--- config.mk ---
export PLATFORM = sky130hd
export DESIGN_NAME = peravg
export DESIGN_NICKNAME = d
export VERILOG_FILES = /design/src/rtl/peravg.sv
export SDC_FILE = /design/constraint.sdc
export NUM_CORES = 1
export LEC_CHECK = 0
export CAP_MARGIN = 5
export CORE_MARGIN = 3
export CORE_UTILIZATION = 39
export CTS_CLUSTER_SIZE = 16
export DETAILED_ROUTE_END_ITERATION = 8
export GPL_ROUTABILITY_DRIVEN = 0
export PLACE_DENSITY = 0.62
export SLEW_MARGIN = 10
export SYNTH_ARGS = -nofsm -noshare
export SYNTH_HDL_FRONTEND = slang
export SYNTH_SLANG_ARGS = --single-unit
--- constraint.sdc ---
create_clock -name clk_i -period 11.9 [get_ports clk_i]
set_input_delay 3.57 -clock clk_i [delete_from_list [all_inputs] [get_ports clk_i]]
set_output_delay 3.57 -clock clk_i [all_outputs]
set_load 0.01 [all_outputs]
--- src/rtl/peravg.sv ---
// Tempo-period measurer: counts tp_i pulses between button edges, reports raw
// periods and a running average over the last 2**AVG_LOG2 periods.
// Ports:
//   clk_i, rst_i (sync, active high), tp_i (time pulse), btn_i (debounced level)
//   per_o/per_valid_o   raw period and its update pulse
//   avg_o/avg_valid_o   average of a full history and its update pulse
//   fill_o              periods held in history, 0..2**AVG_LOG2
//   timeout_o           pulse when the period saturates and history is flushed
module peravg #(
    parameter int PER_MAX   = 11718,
    parameter int PER_W     = 14,
    parameter int AVG_LOG2  = 2,
    parameter int EDGE_MODE = 0
) (
    input  logic               clk_i,
    input  logic               rst_i,
    input  logic               tp_i,
    input  logic               btn_i,
    output logic [PER_W-1:0]   per_o,
    output logic               per_valid_o,
    output logic [PER_W-1:0]   avg_o,
    output logic               avg_valid_o,
    output logic [AVG_LOG2:0]  fill_o,
    output logic               timeout_o
);

    localparam int D     = 1 << AVG_LOG2;
    localparam int SUM_W = PER_W + AVG_LOG2;
    localparam int PTR_W = (AVG_LOG2 > 0) ? AVG_LOG2 : 1;

    localparam logic [PER_W-1:0]  CNT_MAX   = PER_W'(PER_MAX);
    localparam logic [AVG_LOG2:0] FILL_FULL = (AVG_LOG2 + 1)'(D);
    localparam logic [PTR_W-1:0]  PTR_LAST  = PTR_W'(D - 1);

    typedef enum logic {
        S_IDLE,
        S_ARMED
    } state_e;

    state_e             state_q, state_d;
    logic               btn_q;
    logic [PER_W-1:0]   cnt_q, cnt_d;
    logic [PER_W-1:0]   per_q, per_d;
    logic               per_valid_q, per_valid_d;
    logic [PER_W-1:0]   avg_q, avg_d;
    logic               avg_valid_q, avg_valid_d;
    logic [AVG_LOG2:0]  fill_q, fill_d;
    logic               timeout_q, timeout_d;
    logic [SUM_W-1:0]   sum_q, sum_d;
    logic [PTR_W-1:0]   wptr_q, wptr_d;
    logic [PER_W-1:0]   hist_q [D];
    logic [PER_W-1:0]   hist_d [D];

    logic               fall, rise, edge_det;
    logic               sat;
    logic               full;
    logic [PER_W-1:0]   oldest;
    logic [SUM_W-1:0]   sum_new;

    // Edge detection against the registered button level.
    always_comb begin
        fall = btn_q & ~btn_i;
        rise = ~btn_q & btn_i;
        if (EDGE_MODE == 0) begin
            edge_det = fall;
        end else if (EDGE_MODE == 1) begin
            edge_det = rise;
        end else begin
            edge_det = fall | rise;
        end
    end

    // Saturation wins over any edge in the same cycle.
    assign sat = (state_q == S_ARMED) && (cnt_q == CNT_MAX);

    always_comb begin
        state_d     = state_q;
        cnt_d       = cnt_q;
        per_d       = per_q;
        per_valid_d = 1'b0;
        timeout_d   = 1'b0;
        unique case (state_q)
            S_IDLE: begin
                cnt_d = '0;
                if (edge_det) begin
                    state_d = S_ARMED;
                end
            end
            S_ARMED: begin
                if (sat) begin
                    state_d   = S_IDLE;
                    cnt_d     = '0;
                    timeout_d = 1'b1;
                end else if (edge_det) begin
                    // A tp_i coinciding with the edge belongs to neither period.
                    per_d       = cnt_q;
                    per_valid_d = 1'b1;
                    cnt_d       = '0;
                end else if (tp_i) begin
                    cnt_d = cnt_q + 1'b1;
                end
            end
            default: begin
                state_d = S_IDLE;
                cnt_d   = '0;
            end
        endcase
    end

    // History and running sum, updated the cycle after a capture.
    always_comb begin
        full    = (fill_q == FILL_FULL);
        oldest  = full ? hist_q[wptr_q] : '0;
        sum_new = sum_q + SUM_W'(per_q) - SUM_W'(oldest);

        hist_d      = hist_q;
        wptr_d      = wptr_q;
        fill_d      = fill_q;
        sum_d       = sum_q;
        avg_d       = avg_q;
        avg_valid_d = 1'b0;

        if (sat) begin
            fill_d = '0;
            sum_d  = '0;
            wptr_d = '0;
        end else if (per_valid_q) begin
            hist_d[wptr_q] = per_q;
            wptr_d = (wptr_q == PTR_LAST) ? '0 : wptr_q + 1'b1;
            fill_d = full ? fill_q : fill_q + 1'b1;
            sum_d  = sum_new;
            if (fill_d == FILL_FULL) begin
                avg_d       = PER_W'(sum_new >> AVG_LOG2);
                avg_valid_d = 1'b1;
            end
        end
    end

    always_ff @(posedge clk_i) begin
        if (rst_i) begin
            state_q     <= S_IDLE;
            btn_q       <= 1'b0;
            cnt_q       <= '0;
            per_q       <= '0;
            per_valid_q <= 1'b0;
            avg_q       <= '0;
            avg_valid_q <= 1'b0;
            fill_q      <= '0;
            timeout_q   <= 1'b0;
            sum_q       <= '0;
            wptr_q      <= '0;
            for (int i = 0; i < D; i++) begin
                hist_q[i] <= '0;
            end
        end else begin
            state_q     <= state_d;
            btn_q       <= btn_i;
            cnt_q       <= cnt_d;
            per_q       <= per_d;
            per_valid_q <= per_valid_d;
            avg_q       <= avg_d;
            avg_valid_q <= avg_valid_d;
            fill_q      <= fill_d;
            timeout_q   <= timeout_d;
            sum_q       <= sum_d;
            wptr_q      <= wptr_d;
            hist_q      <= hist_d;
        end
    end

    assign per_o       = per_q;
    assign per_valid_o = per_valid_q;
    assign avg_o       = avg_q;
    assign avg_valid_o = avg_valid_q;
    assign fill_o      = fill_q;
    assign timeout_o   = timeout_q;

endmodule
==> impl_summary.txt <==
----------------------------------------------------
[Run status]
  Outcome ... complete, no violations

[Yosys]
  Cell variety after synth ... 60
  Synthesis-stage register bit count ... 124
  Async set-or-reset flop fraction in the synthesized netlist ... 0
  Post-synth net total ... 785
  Top flip-flop cell by instance count after synthesis ... dfxtp_1
  Sequential element share of the synthesized area ... 0.3911
  Post-Syn Area per Cell ... between 8 and 9 um2
  Synth Warn # ... 0
  Post-synthesis cell area ... 0.006347 mm2
  Number of flops mapped to enable cells by yosys ... 0
  Synthesized instance count ... roughly 740

[Detailed routing]
  Vias per cell ... 5.155
  Total via count after detailed routing ... 5103
  Initial DRC count ... 475
  Routed wire length ... 15440 um
  Routed wire per std cell ... between 15 and 20 um
  DRC Markers ... 0
  Number of nets with antenna violations after detailed routing ... 0
  Number of iterations in the first detailed-routing pass ... 5

[Clock tree]
  Max Buffers Root-to-Sink ... 2
  Clk sink count ... ~120
  Cts-stage hold buffer count ... 0
  Clk Tree Root Cell ... clkbuf_16
  TritonCTS buffer count ... 17
  H-tree levels ... 4
  TritonCTS clock tree ... yes
  Resize count post-CTS ... 0
  Clock-pin slew reported for the worst setup and hold paths after clock tree synthesis ... 0.05 ns
  Number of buffers inserted by post-CTS setup repair ... 0
  Clock Latency Late Sink ... 0.42 ns

[Worst setup path]
  Required time worst endpoint ... 8.33 ns
  Kind of critical path ... reg2out
  Slowest library cell on the worst path ... clkdlybuf4s50_1
  Arrival time reported for the critical path endpoint ... 1.66 ns
  CP peak stage delay ... 0.61 ns
  FF-to-FF setup slack ... 7.77 ns
  Maximum fanout encountered on the critical timing path ... 24
  Worst-path cell chain ... buf_4, clkdlybuf4s50_1
  Critical path endpoint category ... output pin
  Startpoint Class ... flop

[Die]
  Initial Util ... 0.3996
  Area of the die ... 0.01784 mm2
  Floorplan die height ... approximately 130 um
  Number of cell rows ... 46
  CORE AREA ... 0.01589 mm2
  Top Ports ... 38
  Die outline width ... 133.6 um

[Cells and area]
  Area of all sequential standard cells ... 0.002482 mm2
  Total inserted antenna cells ... 0
  Area overhead of the layout relative to synthesis ... 17.66%
  Count of non-filler cells in the finished layout ... 990
  Post-route cell area ... ~0.0075 mm2
  Utilization of the core after routing ... 0.4701
  Number of filler instances in the final layout ... 1611
  Net total in the final layout ... 804
  Layout cell share with drive strength beyond 1 ... 0.07752
  Combined area of the multi-input logic cells ... between 0.003 and 0.004 mm2

[STA]
  Final Hold Fails ... 0
  Worst setup skew after layout ... 0.01406 ns
  Fmax ... 191.4 MHz
  Slew at the pin with the worst max-slew slack ... 0.9714 ns
  Final setup violation count ... 0
  Fin crit period ... 5.225 ns
  RSZ-0062 raised after global routing ... false
  Worst-case headroom to the max-slew limit ... 0.3524
  Final Max Slew Viols ... 0
  Tcrit/Tclk final ... 0.4391
  Total Negative Setup Slacks ... 0 ns

[Global route]
  Via count of the first global-routing pass ... about 4800
  Wire length of the first global-routing pass ... between 20000 and 30000 um
  Pin count of the biggest net entering global routing ... 89
  Overflow after GRT ... 0
  Antenna violations before repair ... 0
  All-Layer GR Usage ... 0.1792

[Power and ir drop]
  Total power ... between 0.0009 and 0.001 W
  Leakage Power ... around 2.8 nW
  VDD IR max ... 0.0001038 V
  Pwr/cell area ... 129.6 mW/mm2

[Hold path]
  Path category of the worst min-delay check ... reg2reg

[Placed design]
  Post-place instance area ... 0.006858 mm2
  Placed wire-length estimate after detailed placement ... 10090 um
  Buffers on Ports ... 37
  Dpl cells ... 959

[Job]
  Max-capacitance violation count ... 0

----------------------------------------------------
-- area by class of cell --
cell class | instances | share of cell area
Timing Repair Buffer | 41 | 0.05294
Multi-Input combinational cell | 509 | 0.4621
Tap cell | 216 | 0.03619
Clock inverter | 10 | 0.01876
Inverter | 69 | 0.03468
Clock buffer | 21 | 0.06299
Sequential cell | 124 | 0.3324
-- Yosys cell counts, drive strengths merged, types with 2 or more instances --
cell / number / share of area
and2: 2 / 0.0020
a211oi: 4 / 0.0047
a31oi: 4 / 0.0039
or4: 2 / 0.0024
mux2i: 33 / 0.052
dfxtp: 124 / 0.39
and3: 3 / 0.0030
nand3: 67 / 0.053
inv: 68 / 0.040
ha: 24 / 0.047
nor3b: 4 / 0.0047
nor4: 3 / 0.0053
nor2b: 20 / 0.020
or3: 2 / 0.0020
or3b: 2 / 0.0028
nor4b: 2 / 0.0037
xor2: 5 / 0.0069
o21ai: 17 / 0.013
nor3: 10 / 0.0097
or2: 2 / 0.0020
nand3b: 2 / 0.0024
mux4: 14 / 0.050
clkbuf: 23 / 0.014
nand2: 91 / 0.055
o31ai: 3 / 0.0035
a21oi: 80 / 0.064
nand4: 3 / 0.0030
nor2: 62 / 0.037
nand4bb: 2 / 0.0035
o21a: 2 / 0.0024
o22ai: 2 / 0.0020
buf: 18 / 0.012
fa: 14 / 0.044
xnor2: 12 / 0.017
-- placed cells by master (no fill, tap or decap), types with 5 or more instances in the layout --
master,Yosys,routed
a21oi_1,79,79
clkbuf_16,0,17
clkdlybuf4s50_1,0,36
dfxtp_1,124,124
fa_1,14,14
ha_1,24,24
inv_1,68,68
mux2i_1,33,33
mux4_2,14,14
nand2_1,89,89
nand3_1,67,67
nor2_1,61,61
nor2b_1,20,20
nor3_1,9,9
o21ai_0,17,17
xnor2_1,12,12
xor2_1,5,5
-- critical path: cells and delay by family, from the launching register on --
family	cells	cell delay, ns
buf+inv	2	0.94
flops	1	0.30
-- layer usage --
metal  GRT usage  part of all wire  vias to the layer above
li1            -                 -                     2553
met1      0.2569              0.49                     2412
met2      0.2672              0.45                      120
met3     0.03550             0.040                       18
met4     0.06800             0.018                        0
met5           0                 0                        -
-- where the power goes --
| group | switching (W) | total [W] | internal (W) | leakage [nW] |
|---|---|---|---|---|
| clock network | 0.000191 | 0.000536 | 0.000344 | 0.291 |
| logic | 0.0000121 | 0.0000161 | 0.00000404 | 1.47 |
| registers | 0.000000603 | 0.000416 | 0.000416 | 0.999 |
| total | 0.000204 | 0.000968 | 0.000764 | 2.76 |
-- metrics by stage --
step | setup slack, ns | hold WS (ns)
6_report | 6.675 | 0.4468
4_1_cts | 6.651 | 0.4510
3_5_place_dp | 6.420 | 0.4440
5_1_grt | 6.611 | 0.4687
2_1_floorplan | 7.036 | 0.4331
3_3_place_gp | 6.451 | 0.4408
-- worst paths after layout --
path,startpoint,endpoint,cells after the start
max,per_valid_o,per_valid_o,2
min,avg_o[13],avg_o[13],2
max reg2reg,wptr_q[1],sum_q[14],11
min reg2reg,avg_o[13],avg_o[13],2
-- cell families after synthesis --
| kind of cell | synth area share |
|---|---|
| multiplexers | 0.1035 |
| XOR/XNOR | 0.02346 |
| AO/OA/AOI/OAI | 0.1098 |
| AND/OR/NAND/NOR | 0.2143 |
| flip-flops | 0.3911 |
| adder cells (fa/ha/maj) | 0.09147 |
| buffers and inverters | 0.06643 |
-- registers in the layout, summed over array words and instances, names as in the netlist --
register and count:
hist_q 56, sum_q 16, avg_o 14, cnt_q 14, per_o 14, fill_o 3, wptr_q 2, avg_valid_o 1
btn_q 1, per_valid_o 1, state_q 1, timeout_o 1
No activity file was read; power rests on OpenSTA's default activity.
